==> config.mk <==
export PLATFORM = sky130hd
export DESIGN_NAME = lcd_hd44780_rx
export DESIGN_NICKNAME = d
export VERILOG_FILES = /design/src/rtl/lcd_hd44780_rx.sv
export SDC_FILE = /design/constraint.sdc
export NUM_CORES = 1
export LEC_CHECK = 0
export CELL_PAD_IN_SITES_DETAIL_PLACEMENT = 0
export CELL_PAD_IN_SITES_GLOBAL_PLACEMENT = 1
export CORE_UTILIZATION = 47
export DETAILED_ROUTE_END_ITERATION = 6
export GPL_TIMING_DRIVEN = 1
export PLACE_DENSITY = 0.67
export SETUP_SLACK_MARGIN = 0.3
export SKIP_CTS_REPAIR_TIMING = 1
export SLEW_MARGIN = 10
export SYNTH_ARGS = -nofsm -noshare
export SYNTH_HDL_FRONTEND = slang
export SYNTH_SLANG_ARGS = --single-unit
==> constraint.sdc <==
create_clock -name qzt_clk -period 7.45 [get_ports qzt_clk]
set_input_delay 1.49 -clock qzt_clk [delete_from_list [all_inputs] [get_ports qzt_clk]]
set_output_delay 1.49 -clock qzt_clk [all_outputs]
set_load 0.02 [all_outputs]
==> src/rtl/lcd_hd44780_rx.sv <==
// lcd_hd44780_rx: receiving side of a 4-bit HD44780 LCD bus.
// The block captures nibbles on each E fall and rebuilds bytes from them.
// It decodes the instruction set and keeps a DDRAM shadow with a registered
// read port. Protocol errors raise a sticky err flag.
// Optional feature: define LCD_RX_TIMING_CHECK_EN to enable an E-high width
// check. A pulse shorter than EW_MIN cycles sets err, but the nibble is
// still accepted.
module lcd_hd44780_rx #(
    parameter int DEPTH  = 80,
    parameter int EW_MIN = 8
) (
    input  logic       qzt_clk,
    input  logic       rst_n,
    input  logic [1:0] lcd_flags,
    input  logic [3:0] lcd_data,
    input  logic [6:0] rd_addr,
    output logic [7:0] rd_data,
    output logic       byte_valid,
    output logic [7:0] byte_out,
    output logic       byte_rs,
    output logic [6:0] cursor_addr,
    output logic       mode_4bit,
    output logic       display_on,
    output logic       busy,
    output logic       err
);

    localparam logic [6:0] LAST_ADDR = 7'(DEPTH - 1);
    localparam logic [7:0] BLANK     = 8'h20;

    if (DEPTH < 1 || DEPTH > 128 || EW_MIN < 1) begin : g_param_check
        $error("lcd_hd44780_rx: DEPTH must be 1..128 and EW_MIN at least 1");
    end

    typedef enum logic [1:0] {INIT8, NIB_HI, NIB_LO, CLEAR} state_t;

    state_t      state_q, state_d;
    logic        e_p0;
    logic        rs_p0;
    logic [3:0]  nib_p0;
    logic        e_fall;
    logic        width_err;
    logic [3:0]  hi_nib_q, hi_nib_d;
    logic        hi_rs_q, hi_rs_d;
    logic [6:0]  cursor_d;
    logic        id_q, id_d;
    logic        func_n_q, func_n_d;
    logic [6:0]  clr_cnt_q, clr_cnt_d;
    logic        byte_valid_d;
    logic [7:0]  byte_out_d;
    logic        byte_rs_d;
    logic        mode_d;
    logic        disp_d;
    logic        busy_d;
    logic        err_d;
    logic [7:0]  asm_byte;
    logic        we;
    logic [6:0]  waddr;
    logic [7:0]  wdata;
    logic [7:0]  mem [DEPTH];

    // Move the address counter one step in the I/D direction, wrapping at both ends.
    function automatic logic [6:0] cursor_step(input logic [6:0] cur, input logic inc);
        if (inc) begin
            return (cur == LAST_ADDR) ? 7'd0 : cur + 7'd1;
        end
        return (cur == 7'd0) ? LAST_ADDR : cur - 7'd1;
    endfunction

    assign e_fall   = e_p0 & ~lcd_flags[0];
    assign asm_byte = {hi_nib_q, nib_p0};

    // ---- capture stage (p0): E history plus nibble/RS as seen while E is high ----
    // Remember last cycle's E so a fall can be seen; reset clears it so E high at release is no edge.
    always_ff @(posedge qzt_clk or negedge rst_n) begin
        if (!rst_n) begin
            e_p0 <= 1'b0;
        end else begin
            e_p0 <= lcd_flags[0];
        end
    end

    // Latch the nibble and RS while E is high; the driver drops RS together with E.
    always_ff @(posedge qzt_clk) begin
        if (lcd_flags[0]) begin
            nib_p0 <= lcd_data;
            rs_p0  <= lcd_flags[1];
        end
    end

`ifdef LCD_RX_TIMING_CHECK_EN
    localparam int              EW_W     = $clog2(EW_MIN + 1) + 1;
    localparam logic [EW_W-1:0] EW_LIMIT = EW_W'(EW_MIN);

    logic [EW_W-1:0] ew_cnt_p0;

    // Count E-high cycles, saturating so a long pulse never wraps below the limit.
    always_ff @(posedge qzt_clk or negedge rst_n) begin
        if (!rst_n) begin
            ew_cnt_p0 <= '0;
        end else if (lcd_flags[0]) begin
            if (!e_p0) begin
                ew_cnt_p0 <= EW_W'(1);
            end else if (ew_cnt_p0 != '1) begin
                ew_cnt_p0 <= ew_cnt_p0 + 1'b1;
            end
        end
    end

    assign width_err = e_fall && (ew_cnt_p0 < EW_LIMIT);
`else
    assign width_err = 1'b0;
`endif

    // ---- decode/execute stage: results register into the outputs (cycle after the fall) ----
    // Next-state and output logic for the init/nibble/clear sequencer.
    always_comb begin
        state_d      = state_q;
        hi_nib_d     = hi_nib_q;
        hi_rs_d      = hi_rs_q;
        cursor_d     = cursor_addr;
        id_d         = id_q;
        func_n_d     = func_n_q;
        clr_cnt_d    = clr_cnt_q;
        byte_valid_d = 1'b0;
        byte_out_d   = byte_out;
        byte_rs_d    = byte_rs;
        mode_d       = mode_4bit;
        disp_d       = display_on;
        busy_d       = busy;
        err_d        = err | width_err;
        we           = 1'b0;
        waddr        = cursor_addr;
        wdata        = asm_byte;

        case (state_q)
            INIT8: begin
                if (e_fall) begin
                    byte_valid_d = 1'b1;
                    byte_out_d   = {nib_p0, 4'h0};
                    byte_rs_d    = 1'b0;
                    if (nib_p0 == 4'h2) begin
                        mode_d  = 1'b1;
                        state_d = NIB_HI;
                    end else if (nib_p0 != 4'h3) begin
                        err_d = 1'b1;
                    end
                end
            end
            NIB_HI: begin
                if (e_fall) begin
                    hi_nib_d = nib_p0;
                    hi_rs_d  = rs_p0;
                    state_d  = NIB_LO;
                end
            end
            NIB_LO: begin
                if (e_fall) begin
                    byte_valid_d = 1'b1;
                    byte_out_d   = asm_byte;
                    byte_rs_d    = rs_p0;
                    state_d      = NIB_HI;
                    if (hi_rs_q != rs_p0) begin
                        err_d = 1'b1;
                    end
                    if (rs_p0) begin
                        we       = 1'b1;
                        cursor_d = cursor_step(cursor_addr, id_q);
                    end else if (asm_byte[7]) begin
                        if (asm_byte[6:0] <= LAST_ADDR) begin
                            cursor_d = asm_byte[6:0];
                        end else begin
                            cursor_d = 7'd0;
                            err_d    = 1'b1;
                        end
                    end else if (asm_byte[7:5] == 3'b001) begin
                        func_n_d = asm_byte[3];
                    end else if (asm_byte[7:3] == 5'b00001) begin
                        disp_d = asm_byte[2];
                    end else if (asm_byte[7:2] == 6'b000001) begin
                        id_d = asm_byte[1];
                    end else if (asm_byte[7:1] == 7'b0000001) begin
                        cursor_d = 7'd0;
                    end else if (asm_byte == 8'h01) begin
                        state_d   = CLEAR;
                        busy_d    = 1'b1;
                        clr_cnt_d = 7'd0;
                    end
                end
            end
            CLEAR: begin
                we    = 1'b1;
                waddr = clr_cnt_q;
                wdata = BLANK;
                if (e_fall) begin
                    err_d = 1'b1;
                end
                if (clr_cnt_q == LAST_ADDR) begin
                    state_d  = NIB_HI;
                    busy_d   = 1'b0;
                    cursor_d = 7'd0;
                    id_d     = 1'b1;
                end else begin
                    clr_cnt_d = clr_cnt_q + 7'd1;
                end
            end
            default: begin
                state_d = INIT8;
            end
        endcase
    end

    // Control and output registers; reset returns to INIT8 and discards a partial pair.
    always_ff @(posedge qzt_clk or negedge rst_n) begin
        if (!rst_n) begin
            state_q     <= INIT8;
            cursor_addr <= 7'd0;
            id_q        <= 1'b1;
            func_n_q    <= 1'b0;
            clr_cnt_q   <= 7'd0;
            byte_valid  <= 1'b0;
            byte_out    <= 8'h00;
            byte_rs     <= 1'b0;
            mode_4bit   <= 1'b0;
            display_on  <= 1'b0;
            busy        <= 1'b0;
            err         <= 1'b0;
        end else begin
            state_q     <= state_d;
            cursor_addr <= cursor_d;
            id_q        <= id_d;
            func_n_q    <= func_n_d;
            clr_cnt_q   <= clr_cnt_d;
            byte_valid  <= byte_valid_d;
            byte_out    <= byte_out_d;
            byte_rs     <= byte_rs_d;
            mode_4bit   <= mode_d;
            display_on  <= disp_d;
            busy        <= busy_d;
            err         <= err_d;
        end
    end

    // High-nibble holding register; only read after a new high nibble has been taken.
    always_ff @(posedge qzt_clk) begin
        hi_nib_q <= hi_nib_d;
        hi_rs_q  <= hi_rs_d;
    end

    // DDRAM shadow write port: character writes and the clear sweep.
    always_ff @(posedge qzt_clk) begin
        if (we) begin
            mem[waddr] <= wdata;
        end
    end

    // Registered read port; a same-edge write is not visible until the next read.
    always_ff @(posedge qzt_clk or negedge rst_n) begin
        if (!rst_n) begin
            rd_data <= 8'h00;
        end else begin
            rd_data <= (rd_addr <= LAST_ADDR) ? mem[rd_addr] : 8'h00;
        end
    end

endmodule

[Word level (Yosys, flattened, before mapping)]
Memories as Yosys holds them, arrays and structs flattened.
Cells that the tools add are included.
Widths: inputs -> output; s select.
Storage, ports and cells
  input bits: 15
  bits in writable memories: 640
  output and inout port bits: 29
  bits in registers: 50
  memories kept: 1
Cells by class
  multiplexer cells: 85
  bitwise operators: 5
  add/sub/neg operators: 3
  reductions and logical operators: 16
  $lt $le $gt $ge: 2
  equal/unequal tests: 34
Memory list
  mem: depth 80, width 8, read ports 1, clocked after Yosys merged registers in 0, write ports 1, RTL line 60  | logic [7:0] mem [DEPTH];
Operators with widths (count)
  $mux 7: 23
  $mux 1: 37
  $ne 2x2->1 const B: 17
  $mux 8: 4
  $pmux 7 s2: 2
  $mux 2: 12
  $reduce_and 10->1: 2
  $ne 4x4->1 const B: 4
  $pmux 8 s2: 1
  $add 7x1->7 const B: 2
  $eq 7x7->1 const B: 2
  $le 7x7->1 const B: 2
  $reduce_and 6->1: 2
  $eq 8x1->1 const B: 1
  $pmux 1 s2: 4
  $pmux 2 s4: 1
  $reduce_and 8->1: 1
  $eq 7x1->1 const B: 1
  $logic_not 7->1: 1
  $reduce_and 7->1: 1
  $sub 7x1->7 const B: 1
  $eq 6x1->1 const B: 1
  $reduce_and 3->1: 2
  $eq 5x1->1 const B: 1
  other kinds (15): 20

[Depth between registers and ports, before layout]
Gate-level depths: netlist of run 1.
  depth in word-level cells: 10
  depth in mapped cells: 9
  depth with buffers taken out: 7

[Least setup slack after synthesis of run 1]
No wires, ideal clock.
  path kind: flip-flop to flip-flop
  from: register state_q[0]
  to: register cursor_addr[0]
  cell stages (with the launch flop): 8
  path slack: 3.758 ns
  arrival time: 3.610 ns
  path buffers: 1
  setup time: 0.083 ns
  cell sequence: dfrtp_1 > ha_1 > clkbuf_1 > nor2b_1 > a21boi_0 > a21oi_1 > a211o_1 > o21ai_0
Between the ends
  cells in the longest elaborated chain, start to end: 3
RTL lines
  start: declaration: RTL line 37  | state_t state_q, state_d;
  start signal: assignment: RTL line 229  | state_q <= state_d;
  $eq 2x2->1: RTL line 136  | case (state_q)
  $ne 4x4->1 (no line) (tied with other cells)
  $reduce_and 7->1 (no line)
  end signal: assignment: RTL line 230  | cursor_addr <= cursor_d;
  end: declaration: RTL line 21  | output logic [6:0] cursor_addr,
Parallel ways exist; a longest one is shown, timed or not.
A chain may end at the register's enable or synchronous reset.

[Worst setup path after layout of run 1]
  from: input port lcd_flags[0]
  to: memory mem[12][4] (enable)
Between the ends
  cells in the longest elaborated chain, start to end: 6
RTL lines
  start: declaration: RTL line 14  | input logic [1:0] lcd_flags,
  $not 1->1: RTL line 70  | assign e_fall = e_p0 & ~lcd_flags[0];
  $and 1x1->1: RTL line 70
  $mux 1: RTL line 158  | if (e_fall) begin
  $pmux 1 s2: RTL line 136
  $mux 1: RTL line 252  | if (we) begin
  $mux 1 (implied by the code): RTL line 253  | mem[waddr] <= wdata;
  end: declaration: RTL line 60
No other way between the ends.

==> run_summary.xml, run 1 <==
<?xml version="1.0" encoding="UTF-8"?>
<metrics>
  <group name="pwr">
    <metric name="power_density" unit="nW/um^2">258</metric>
    <metric name="ir_drop" unit="mV">0.150</metric>
    <metric name="leakagePower" unit="nW">9.39</metric>
    <metric name="finalPower" unit="mW">8.07</metric>
  </group>
  <group name="final_layout">
    <metric name="num-fill-cells" unit="">4558</metric>
    <metric name="area_growth" unit="%">12.9</metric>
    <metric name="mostFrequentLayoutCells" unit="">650 x sky130_fd_sc_hd__edfxtp_1, 152 x sky130_fd_sc_hd__mux4_2, 106 x sky130_fd_sc_hd__nor2_1, 77 x sky130_fd_sc_hd__clkbuf_16, 58 x sky130_fd_sc_hd__nand2_1</metric>
    <metric name="area.sequential" unit="um^2">20500</metric>
    <metric name="instances_no_fill" unit="">2313</metric>
    <metric name="multiInputGateArea" unit="um^2">6710</metric>
    <metric name="final_nets" unit="">1513</metric>
    <metric name="postLayoutCellArea" unit="um^2">31200</metric>
    <metric name="finish.utilization" unit="%">53.9</metric>
    <metric name="antennaDiodeCount" unit="">0</metric>
    <metric name="final_common_cell" unit="">sky130_fd_sc_hd__edfxtp_1</metric>
    <metric name="drive_above_1_share" unit="%">21.6</metric>
  </group>
  <group name="clock_network">
    <metric name="clk_lat_worst_skew" unit="ps">600</metric>
    <metric name="maximum_clock_path_buffer_count" unit="">3</metric>
    <metric name="cts_buffers" unit="">73</metric>
    <metric name="clk_slew_on_worst_s_h_paths" unit="ps">60</metric>
    <metric name="ctsRootBufferMaster" unit="">sky130_fd_sc_hd__clkbuf_16</metric>
    <metric name="tritoncts" unit="">yes</metric>
    <metric name="cts-htree-levels" unit="">3</metric>
    <metric name="numClockSinks" unit="">690</metric>
  </group>
  <group name="worst_setup_path">
    <metric name="reg2reg_from" unit="">state_q[0]$_DFFE_PN0P_</metric>
    <metric name="crit_path_max_fanout" unit="">10</metric>
    <metric name="worstPathArrival" unit="ps">4600</metric>
    <metric name="rr_endpoint" unit="">mem[12][4]$_DFFE_PP_</metric>
    <metric name="worstSetupStartpointType" unit="">input pin</metric>
    <metric name="reg2reg_setup_slack" unit="ps">3450</metric>
    <metric name="required" unit="ps">7670</metric>
    <metric name="r2r.worst_path.cells" unit="">7</metric>
    <metric name="worst-setup-path-type" unit="">in -&gt; reg</metric>
    <metric name="crit_path_end_kind" unit="">flop</metric>
  </group>
  <group name="sta">
    <metric name="finalHoldViolations" unit="">0</metric>
    <metric name="final.setup.worst_slack" unit="ps">3070</metric>
    <metric name="fmax" unit="GHz">0.228</metric>
    <metric name="max-slew-margin-rel" unit="%">29.4</metric>
    <metric name="final_period_minus_worst_setup_slack" unit="ps">4380</metric>
    <metric name="worstMarginPinSlew" unit="ps">1060</metric>
    <metric name="finalSetupViolCount" unit="">0</metric>
    <metric name="final-max-slew-violation-count" unit="">0</metric>
    <metric name="finalHoldWorstSlack" unit="ps">465</metric>
    <metric name="final.setup.tns" unit="ps">0</metric>
    <metric name="grt_setup_unrepaired" unit="">false</metric>
    <metric name="final.setup_skew" unit="ps">23.7</metric>
    <metric name="period_share" unit="%">58.8</metric>
  </group>
  <group name="routing">
    <metric name="routed_wirelength" unit="mm">65.8</metric>
    <metric name="detail_route.vias_per_cell" unit="">5.99</metric>
    <metric name="routedWlPerCell" unit="um">28.4</metric>
    <metric name="detail_route.drc_violations" unit="">0</metric>
    <metric name="via_count" unit="">13900</metric>
    <metric name="drt-pass1-iter-count" unit="">6</metric>
    <metric name="drtIter0Drc" unit="">1388</metric>
    <metric name="drt.antenna.violating_nets" unit="">0</metric>
  </group>
  <group name="worst_hold_path">
    <metric name="hold_depth" unit="">1</metric>
    <metric name="timing.hold.worst.start" unit="">err$_DFFE_PN0P_</metric>
    <metric name="min-delay-path-class" unit="">reg -&gt; reg</metric>
    <metric name="min_to" unit="">err$_DFFE_PN0P_</metric>
  </group>
  <group name="synth">
    <metric name="count_of_synthesis_stage_warnings_from_yosys" unit="">0</metric>
    <metric name="ys_seq_area_share" unit="%">74.2</metric>
    <metric name="yosys.area.top_type" unit="">sky130_fd_sc_hd__edfxtp_1</metric>
    <metric name="synth_edf_count" unit="">650</metric>
    <metric name="synth.area.top_cells" unit="">sky130_fd_sc_hd__edfxtp_1 71%, sky130_fd_sc_hd__mux4_2 12%, sky130_fd_sc_hd__dfrtp_1 3.5%</metric>
    <metric name="synth.distinct_cells" unit="">64</metric>
    <metric name="number_of_nets_in_the_synthesized_netlist" unit="">1456</metric>
    <metric name="synth-async-reset-ratio" unit="%">5.80</metric>
    <metric name="ys_dominant_reg_cell" unit="">sky130_fd_sc_hd__edfxtp_1</metric>
    <metric name="mapped_area" unit="um^2">27600</metric>
    <metric name="netlist_instances" unit="">1433</metric>
    <metric name="synth.avg_cell_area" unit="um^2">19.3</metric>
    <metric name="synth_top_cell_area_share" unit="%">70.6</metric>
    <metric name="synth-seq-cells" unit="">690</metric>
  </group>
  <group name="global_route">
    <metric name="final_global_route_overflow_total" unit="">0</metric>
    <metric name="track_usage" unit="%">22.8</metric>
    <metric name="number_of_global_route_vias_before_repair" unit="">14200</metric>
    <metric name="grt_first_pass_wirelength" unit="mm">97.6</metric>
    <metric name="antenna_violations_before_repair" unit="">0</metric>
    <metric name="grt_max_degree" unit="">74</metric>
  </group>
  <group name="place">
    <metric name="numPortBuffers" unit="">43</metric>
    <metric name="placed_cells" unit="">2180</metric>
    <metric name="gp_routability_congestion" unit="">0.848</metric>
    <metric name="dp_slack" unit="ps">2420</metric>
    <metric name="post-dp-hpwl" unit="mm">39.8</metric>
    <metric name="placed_cell_area" unit="um^2">28800</metric>
  </group>
  <group name="floorplan">
    <metric name="initial_utilization" unit="%">47.7</metric>
    <metric name="die-width" unit="um">245</metric>
    <metric name="die_footprint" unit="um^2">59800</metric>
    <metric name="core-area" unit="um^2">57900</metric>
    <metric name="fp-row-count" unit="">88</metric>
    <metric name="number_of_top_level_pins" unit="">44</metric>
    <metric name="die-height" unit="um">245</metric>
  </group>
  <group name="run_status">
    <metric name="status" unit="">finished clean</metric>
  </group>
  <group name="run">
    <metric name="number_of_maximum_capacitance_constraint_violations" unit="">0</metric>
  </group>
</metrics>
## area by class of cell
cell class	count	area share [%]
Inverter	15	0.180
Clock buffer	89	6.38
Sequential cell	690	65.7
Tap cell	765	3.07
Clock inverter	44	1.43
Multi-Input combinational cell	652	21.5
Timing Repair Buffer	58	1.72
## layer usage
| layer | routed length [um] | global-route usage, % | vias to the layer above |
|---|---|---|---|
| li1 | - | - | 5983 |
| met3 | 5140 | 5.32 | 96 |
| met1 | 28000 | 32.5 | 7260 |
| met4 | 1460 | 6.78 | 0 |
| met5 | 0 | 0 | - |
| met2 | 31200 | 35.1 | 513 |
## worst max path at each step
stage,endpoint,start,depth (start not counted),slack (ps)
after floorplan,cursor_addr[0]$_DFFE_PN0P_,state_q[0]$_DFFE_PN0P_,7,3760
after global placement,mem[52][0]$_DFFE_PP_,lcd_flags[0],6,2560
after detailed placement,mem[72][5]$_DFFE_PP_,lcd_flags[0],6,2420
after CTS,mem[72][6]$_DFFE_PP_,lcd_flags[0],6,3090
after global routing,mem[78][5]$_DFFE_PP_,lcd_flags[0],6,2820
final,mem[12][4]$_DFFE_PP_,lcd_flags[0],6,3070
## worst max-delay path, cell delays in order
cell                              delay (ps)
sky130_fd_sc_hd__clkdlybuf4s50_1         560
sky130_fd_sc_hd__and3b_1                 370
sky130_fd_sc_hd__nand2_1                 140
sky130_fd_sc_hd__o31ai_1                 460
sky130_fd_sc_hd__nand2_1                 750
sky130_fd_sc_hd__nor2_1                  810
## report_power, final
group / switching, mW / internal [mW]
Sequential: 0.0127 / 4.19
Combinational: 0.106 / 0.0763
Clock: 1.47 / 2.21
Total: 1.59 / 6.48
## sequential cells by signal, summed over array words and instances, names as in the netlist, 2 cells and up
name	flops
byte_out	8
clr_cnt_q	7
cursor_addr	7
hi_nib_q	4
mem	640
nib_p0	4
rd_data	8
state_q	2
## Yosys cell counts, types with 3 or more instances
library cell / number
sky130_fd_sc_hd__nand2_1: 58
sky130_fd_sc_hd__a211oi_1: 3
sky130_fd_sc_hd__dfrtp_1: 39
sky130_fd_sc_hd__o2bb2ai_1: 5
sky130_fd_sc_hd__a22o_1: 14
sky130_fd_sc_hd__o22ai_1: 17
sky130_fd_sc_hd__and2_1: 7
sky130_fd_sc_hd__a31oi_1: 7
sky130_fd_sc_hd__inv_1: 15
sky130_fd_sc_hd__ha_1: 8
sky130_fd_sc_hd__mux2i_1: 38
sky130_fd_sc_hd__nand2b_1: 5
sky130_fd_sc_hd__nor3b_1: 3
sky130_fd_sc_hd__a32o_1: 4
sky130_fd_sc_hd__mux4_2: 152
sky130_fd_sc_hd__o21ai_0: 27
sky130_fd_sc_hd__buf_4: 12
sky130_fd_sc_hd__nor2b_1: 16
sky130_fd_sc_hd__a21boi_0: 3
sky130_fd_sc_hd__nor2_1: 107
sky130_fd_sc_hd__a21oi_1: 17
sky130_fd_sc_hd__a22oi_1: 22
sky130_fd_sc_hd__or3_1: 4
sky130_fd_sc_hd__a22oi_2: 3
sky130_fd_sc_hd__buf_1: 12
sky130_fd_sc_hd__nor3_1: 18
sky130_fd_sc_hd__buf_2: 18
sky130_fd_sc_hd__a2111oi_0: 7
sky130_fd_sc_hd__a2bb2oi_1: 8
sky130_fd_sc_hd__edfxtp_1: 650
sky130_fd_sc_hd__clkbuf_1: 28
sky130_fd_sc_hd__buf_6: 4
sky130_fd_sc_hd__nand3_1: 18
sky130_fd_sc_hd__mux2_2: 36
sky130_fd_sc_hd__or2_2: 4
sky130_fd_sc_hd__o31ai_1: 7
sky130_fd_sc_hd__a21o_1: 3
## cell families (layout without fill, tap and decap cells)
group / count (synthesis) / after routing / synth area share, %
xor+xnor: 2 / 2 / 0.0634
compound gates: 164 / 164 / 4.26
flops: 690 / 690 / 74.2
simple gates: 252 / 252 / 4.15
fa+ha+maj: 8 / 8 / 0.362
mux: 226 / 226 / 15.2
buf+inv: 91 / 206 / 1.71
Power figures use the tool's default switching activity.
==> run 2: changes to the inputs <==
==> constraint.sdc (replaced) <==
create_clock -name qzt_clk -period 4.3 [get_ports qzt_clk]
set_input_delay 0.86 -clock qzt_clk [delete_from_list [all_inputs] [get_ports qzt_clk]]
set_output_delay 0.86 -clock qzt_clk [all_outputs]
set_load 0.02 [all_outputs]
==> run 2 against run 1 <==
  * First-iteration DRC count hardly changed
  * Via count rose by 1.1%
  * Wire length down 3.9%
  * Hold slack lost 300 ps
==> run_summary.xml, run 2 (synthesis gave the netlist of run 1 again) <==
<?xml version="1.0" encoding="UTF-8"?>
<metrics>
  <group name="final_layout">
    <metric name="multiInputGateArea" unit="um^2">6720</metric>
    <metric name="largestRegisters" unit="">mem (640), byte_out (8), rd_data (8)</metric>
    <metric name="num-fill-cells" unit="">4549</metric>
    <metric name="instances_no_fill" unit="">2374</metric>
    <metric name="area.sequential" unit="um^2">20500</metric>
    <metric name="drive_above_1_share" unit="%">24.4</metric>
    <metric name="antennaDiodeCount" unit="">0</metric>
    <metric name="mostFrequentLayoutCells" unit="">650 x sky130_fd_sc_hd__edfxtp_1, 152 x sky130_fd_sc_hd__mux4_2, 106 x sky130_fd_sc_hd__nor2_1, 77 x sky130_fd_sc_hd__clkbuf_16, 77 x sky130_fd_sc_hd__buf_4</metric>
    <metric name="final_nets" unit="">1578</metric>
    <metric name="top_register" unit="">mem</metric>
    <metric name="area_growth" unit="%">14.5</metric>
    <metric name="final_common_cell" unit="">sky130_fd_sc_hd__edfxtp_1</metric>
    <metric name="finish.utilization" unit="%">54.6</metric>
    <metric name="max_ffs_per_register" unit="">640</metric>
  </group>
  <group name="routing">
    <metric name="drt.antenna.violating_nets" unit="">0</metric>
    <metric name="drt-pass1-iter-count" unit="">5</metric>
    <metric name="detail_route.drc_violations" unit="">0</metric>
    <metric name="routed_wirelength" unit="mm">63.2</metric>
    <metric name="routedWlPerCell" unit="um">26.6</metric>
    <metric name="detail_route.vias_per_cell" unit="">5.90</metric>
    <metric name="drtIter0Drc" unit="">1387</metric>
    <metric name="via_count" unit="">14000</metric>
  </group>
  <group name="sta">
    <metric name="final.setup_skew" unit="ps">25.5</metric>
    <metric name="final.setup.worst_slack" unit="ps">458</metric>
    <metric name="finalSetupViolCount" unit="">0</metric>
    <metric name="worstMarginPinSlew" unit="ps">1010</metric>
    <metric name="final.setup.tns" unit="ps">0</metric>
    <metric name="grt_setup_unrepaired" unit="">false</metric>
    <metric name="max-slew-margin-rel" unit="%">32.7</metric>
    <metric name="final_period_minus_worst_setup_slack" unit="ps">3840</metric>
    <metric name="finalHoldViolations" unit="">0</metric>
    <metric name="final-max-slew-violation-count" unit="">0</metric>
    <metric name="period_share" unit="%">89.3</metric>
    <metric name="fmax" unit="GHz">0.260</metric>
  </group>
  <group name="floorplan">
    <metric name="fp-row-count" unit="">88</metric>
    <metric name="core-area" unit="um^2">57900</metric>
    <metric name="number_of_top_level_pins" unit="">44</metric>
    <metric name="die-height" unit="um">245</metric>
    <metric name="die_footprint" unit="um^2">59800</metric>
    <metric name="initial_utilization" unit="%">47.7</metric>
    <metric name="die-width" unit="um">245</metric>
  </group>
  <group name="pwr">
    <metric name="leakagePower" unit="nW">9.68</metric>
    <metric name="power_density" unit="nW/um^2">432</metric>
    <metric name="ir_drop" unit="mV">0.317</metric>
    <metric name="finalPower" unit="mW">13.7</metric>
  </group>
  <group name="worst_setup_path">
    <metric name="reg2reg_from" unit="">state_q[0]$_DFFE_PN0P_</metric>
    <metric name="rr_endpoint" unit="">mem[26][4]$_DFFE_PP_</metric>
    <metric name="r2r.worst_path.cells" unit="">5</metric>
    <metric name="crit_path_from" unit="">state_q[0]$_DFFE_PN0P_</metric>
    <metric name="worstPathArrival" unit="ps">4060</metric>
    <metric name="reg2reg_setup_slack" unit="ps">460</metric>
    <metric name="required" unit="ps">4520</metric>
    <metric name="crit_path_max_fanout" unit="">21</metric>
    <metric name="worst-setup-path-type" unit="">reg -&gt; reg</metric>
    <metric name="crit_path_end_kind" unit="">flop</metric>
    <metric name="worstSetupStartpointType" unit="">flop</metric>
  </group>
  <group name="place">
    <metric name="gp_routability_congestion" unit="">0.824</metric>
    <metric name="dp_slack" unit="ps">128</metric>
    <metric name="numPortBuffers" unit="">43</metric>
    <metric name="post-dp-hpwl" unit="mm">39.1</metric>
    <metric name="placed_cells" unit="">2246</metric>
  </group>
  <group name="global_route">
    <metric name="number_of_global_route_vias_before_repair" unit="">14300</metric>
    <metric name="gr-usage-met1" unit="%">32.0</metric>
    <metric name="antenna_violations_before_repair" unit="">0</metric>
    <metric name="grt_max_degree" unit="">81</metric>
    <metric name="busiest_layer" unit="">met2</metric>
    <metric name="final_global_route_overflow_total" unit="">0</metric>
    <metric name="track_usage" unit="%">21.9</metric>
    <metric name="grt_first_pass_wirelength" unit="mm">95.2</metric>
    <metric name="use_met2" unit="%">33.8</metric>
    <metric name="grt_use_met3" unit="%">3.92</metric>
  </group>
  <group name="run">
    <metric name="number_of_maximum_capacitance_constraint_violations" unit="">0</metric>
  </group>
  <group name="clock_network">
    <metric name="numClockSinks" unit="">690</metric>
    <metric name="ctsRootBufferMaster" unit="">sky130_fd_sc_hd__clkbuf_16</metric>
    <metric name="cts-htree-levels" unit="">3</metric>
    <metric name="maximum_clock_path_buffer_count" unit="">3</metric>
    <metric name="tritoncts" unit="">yes</metric>
    <metric name="clk_lat_worst_skew" unit="ps">610</metric>
    <metric name="cts_buffers" unit="">72</metric>
    <metric name="clk_slew_on_worst_s_h_paths" unit="ps">60</metric>
  </group>
  <group name="worst_hold_path">
    <metric name="min-delay-path-class" unit="">in -&gt; async</metric>
  </group>
  <group name="run_status">
    <metric name="status" unit="">finished clean</metric>
  </group>
</metrics>
## run 2: power by group
part           internal [mW]  switching, mW  leakage (nW)
clock                   3.55           2.50          1.12
combinational          0.143          0.194          2.59
sequential              7.25         0.0199          5.96
total                   10.9           2.71          9.68
## run 2: worst max-delay path by stage
stage | slack, ps | end | cells past startpoint
2_1_floorplan | 610 | cursor_addr[0]$_DFFE_PN0P_ | 7
3_3_place_gp | 260 | mem[26][4]$_DFFE_PP_ | 5
3_5_place_dp | 130 | mem[17][6]$_DFFE_PP_ | 5
4_1_cts | 120 | mem[17][6]$_DFFE_PP_ | 5
5_1_grt | 350 | mem[26][0]$_DFFE_PP_ | 5
6_report | 460 | mem[26][4]$_DFFE_PP_ | 5
## run 2: area by class of cell
cell class                 count  area share (%)
inverter                      15           0.178
clock inverter                38           0.996
sequential                   690            64.8
timing repair buffer         124            3.49
tap                          765            3.02
multi-input combinational    652            21.2
clock buffer                  90            6.24
## run 2: per-layer routing
| layer | wire length, um | vias up |
|---|---|---|
| met3 | 3830 | 90 |
| li1 | - | 6107 |
| met1 | 28300 | 7329 |
| met5 | 0 | - |
| met2 | 29800 | 478 |
| met4 | 1270 | 0 |
## run 2: critical path, cell delays in order, from the launching register on
cell and delay (ps):
sky130_fd_sc_hd__dfrtp_1 410, sky130_fd_sc_hd__ha_1 640, sky130_fd_sc_hd__inv_1 430, sky130_fd_sc_hd__o31ai_2 810, sky130_fd_sc_hd__nand2_1 430, sky130_fd_sc_hd__nor2_1 730
## run 2: stage by stage
step,hold WS (ps),area (um^2)
after floorplan,424,27600
after global placement,451,29300
after detailed placement,448,29300
after CTS,131,31600
after global routing,151,31600
final,161,31600
==> run 3: changes to the inputs <==
--- a/config.mk
+++ b/config.mk
@@ -10,7 +10,7 @@
 export CORE_UTILIZATION = 47
 export DETAILED_ROUTE_END_ITERATION = 6
 export GPL_TIMING_DRIVEN = 1
-export PLACE_DENSITY = 0.67
+export PLACE_DENSITY = 0.71
 export SETUP_SLACK_MARGIN = 0.3
 export SKIP_CTS_REPAIR_TIMING = 1
 export SLEW_MARGIN = 10
==> run 3 against run 2 <==
  * Via count up 0.56%
  * Final cell count up 0.51%
  * Maximum frequency up 10%
  * Clock power up 1%
  * Sequential cell count unchanged
  * Register-to-register slack better by 350 ps
  * Setup slack better by 350 ps
  * Wire length up 0.98%
  * Critical path type unchanged
  * Critical endpoint is now mem[30][2]$_DFFE_PP_
==> run_summary.xml, run 3 (synthesis gave the netlist of run 1 again) <==
<?xml version="1.0" encoding="UTF-8"?>
<metrics>
  <group name="sta">
    <metric name="period_share" unit="%">81.2</metric>
    <metric name="finalHoldViolations" unit="">0</metric>
    <metric name="final_period_minus_worst_setup_slack" unit="ps">3490</metric>
    <metric name="final.setup_skew" unit="ps">21.1</metric>
    <metric name="max-slew-margin-rel" unit="%">24.7</metric>
    <metric name="worstMarginPinSlew" unit="ps">1130</metric>
    <metric name="grt_setup_unrepaired" unit="">false</metric>
    <metric name="final.setup.worst_slack" unit="ps">808</metric>
    <metric name="final.setup.tns" unit="ps">0</metric>
    <metric name="finalSetupViolCount" unit="">0</metric>
    <metric name="final-max-slew-violation-count" unit="">0</metric>
    <metric name="fmax" unit="GHz">0.286</metric>
    <metric name="finalHoldWorstSlack" unit="ps">476</metric>
  </group>
  <group name="final_layout">
    <metric name="area_growth" unit="%">14.9</metric>
    <metric name="mostFrequentLayoutCells" unit="">650 x sky130_fd_sc_hd__edfxtp_1, 152 x sky130_fd_sc_hd__mux4_2, 106 x sky130_fd_sc_hd__nor2_1, 87 x sky130_fd_sc_hd__buf_4, 75 x sky130_fd_sc_hd__clkbuf_16</metric>
    <metric name="instances_no_fill" unit="">2386</metric>
    <metric name="final_nets" unit="">1588</metric>
    <metric name="largestRegisters" unit="">mem (640), byte_out (8), rd_data (8)</metric>
    <metric name="finish.utilization" unit="%">54.8</metric>
    <metric name="final_common_cell" unit="">sky130_fd_sc_hd__edfxtp_1</metric>
    <metric name="drive_above_1_share" unit="%">25.2</metric>
    <metric name="top_register" unit="">mem</metric>
    <metric name="antennaDiodeCount" unit="">0</metric>
    <metric name="num-fill-cells" unit="">4497</metric>
    <metric name="postLayoutCellArea" unit="um^2">31800</metric>
    <metric name="max_ffs_per_register" unit="">640</metric>
  </group>
  <group name="global_route">
    <metric name="final_global_route_overflow_total" unit="">0</metric>
    <metric name="antenna_violations_before_repair" unit="">0</metric>
    <metric name="grt_first_pass_wirelength" unit="mm">96.3</metric>
    <metric name="number_of_global_route_vias_before_repair" unit="">14600</metric>
    <metric name="grt_max_degree" unit="">81</metric>
    <metric name="track_usage" unit="%">22.1</metric>
  </group>
  <group name="worst_setup_path">
    <metric name="critical_path_capture_point" unit="">mem[30][2]$_DFFE_PP_</metric>
    <metric name="required" unit="ps">4520</metric>
    <metric name="r2r.worst_path.cells" unit="">5</metric>
    <metric name="worstSetupStartpointType" unit="">flop</metric>
    <metric name="rr_endpoint" unit="">mem[30][2]$_DFFE_PP_</metric>
    <metric name="worstPathArrival" unit="ps">3720</metric>
    <metric name="worst-setup-path-type" unit="">reg -&gt; reg</metric>
    <metric name="reg2reg_setup_slack" unit="ps">810</metric>
    <metric name="crit_path_from" unit="">state_q[0]$_DFFE_PN0P_</metric>
    <metric name="reg2reg_from" unit="">state_q[0]$_DFFE_PN0P_</metric>
    <metric name="crit_path_max_fanout" unit="">14</metric>
    <metric name="crit_path_end_kind" unit="">flop</metric>
  </group>
  <group name="worst_hold_path">
    <metric name="min-delay-path-class" unit="">reg -&gt; reg</metric>
  </group>
  <group name="floorplan">
    <metric name="die-width" unit="um">245</metric>
    <metric name="initial_utilization" unit="%">47.7</metric>
    <metric name="fp-row-count" unit="">88</metric>
    <metric name="core-area" unit="um^2">57900</metric>
    <metric name="die_footprint" unit="um^2">59800</metric>
    <metric name="die-height" unit="um">245</metric>
    <metric name="number_of_top_level_pins" unit="">44</metric>
  </group>
  <group name="clock_network">
    <metric name="cts_buffers" unit="">72</metric>
    <metric name="clk_slew_on_worst_s_h_paths" unit="ps">60</metric>
    <metric name="tritoncts" unit="">yes</metric>
    <metric name="cts-htree-levels" unit="">3</metric>
    <metric name="maximum_clock_path_buffer_count" unit="">3</metric>
    <metric name="clk_lat_worst_skew" unit="ps">600</metric>
    <metric name="ctsRootBufferMaster" unit="">sky130_fd_sc_hd__clkbuf_16</metric>
    <metric name="numClockSinks" unit="">690</metric>
  </group>
  <group name="routing">
    <metric name="via_count" unit="">14100</metric>
    <metric name="routed_wirelength" unit="mm">63.9</metric>
    <metric name="drt.antenna.violating_nets" unit="">0</metric>
    <metric name="routedWlPerCell" unit="um">26.8</metric>
    <metric name="drt-pass1-iter-count" unit="">5</metric>
    <metric name="detail_route.drc_violations" unit="">0</metric>
    <metric name="drtIter0Drc" unit="">1420</metric>
    <metric name="detail_route.vias_per_cell" unit="">5.90</metric>
  </group>
  <group name="place">
    <metric name="dp_slack" unit="ps">374</metric>
    <metric name="gp_routability_congestion" unit="">0.850</metric>
    <metric name="numPortBuffers" unit="">43</metric>
    <metric name="placed_cells" unit="">2256</metric>
    <metric name="placed_cell_area" unit="um^2">29400</metric>
    <metric name="post-dp-hpwl" unit="mm">40.4</metric>
  </group>
  <group name="pwr">
    <metric name="finalPower" unit="mW">13.7</metric>
    <metric name="power_density" unit="nW/um^2">432</metric>
    <metric name="ir_drop" unit="mV">0.319</metric>
    <metric name="leakagePower" unit="nW">9.75</metric>
  </group>
  <group name="run_status">
    <metric name="status" unit="">finished clean</metric>
  </group>
  <group name="run">
    <metric name="number_of_maximum_capacitance_constraint_violations" unit="">0</metric>
  </group>
</metrics>
-- run 3: cell count changes in the layout (fill, tap and decap cells not counted), sizes merged --
| cell | before | now |
|---|---|---|
| buf | 86 | 96 |
| bufinv | 5 | 7 |
| clkbuf | 90 | 88 |
| clkinv | 28 | 30 |
-- run 3: worst min-delay path by stage --
| stage | end | cells past startpoint | start |
|---|---|---|---|
| detailed placement | mode_4bit$_DFFE_PN0P_ | 1 | mode_4bit$_DFFE_PN0P_ |
| floorplan | hi_nib_q[3]$_DFFE_PP_ | 0 | nib_p0[3]$_DFFE_PP_ |
| finish | mode_4bit$_DFFE_PN0P_ | 1 | mode_4bit$_DFFE_PN0P_ |
| global placement | err$_DFFE_PN0P_ | 1 | err$_DFFE_PN0P_ |
| CTS | rd_data[2]$_DFF_PN0_ | 1 | rst_n |
| global route | mode_4bit$_DFFE_PN0P_ | 1 | mode_4bit$_DFFE_PN0P_ |
-- run 3: area by class of cell --
cell class	count	area (um^2)	area share [%]
multi-input combinational	652	6710	21.1
sequential	690	20500	64.6
timing repair buffer	134	1180	3.72
inverter	15	56.3	0.177
tap	765	957	3.01
clock buffer	88	1940	6.10
clock inverter	42	398	1.25
-- run 3: power breakdown --
group | total [mW] | internal (mW) | switching (mW)
clock network | 6.12 | 3.63 | 2.49
logic | 0.337 | 0.142 | 0.195
registers | 7.27 | 7.25 | 0.0200
-- run 3: worst max-delay path: stages (launching register included) --
cell,delay [ps]
sky130_fd_sc_hd__dfrtp_1,400
sky130_fd_sc_hd__ha_1,460
sky130_fd_sc_hd__inv_1,330
sky130_fd_sc_hd__o31ai_1,630
sky130_fd_sc_hd__nand2_1,510
sky130_fd_sc_hd__nor2_1,790
-- run 3: routing by layer --
layer  global-route usage, %  share of wire, %  vias up  wire (um)
met5                       0                 0        -          0
met4                    7.22               2.9        0       1830
met3                    4.02               6.1      118       3910
met2                    35.1                49      512      31000
met1                    31.0                42     7323      27100
li1                        -                 -     6129          -
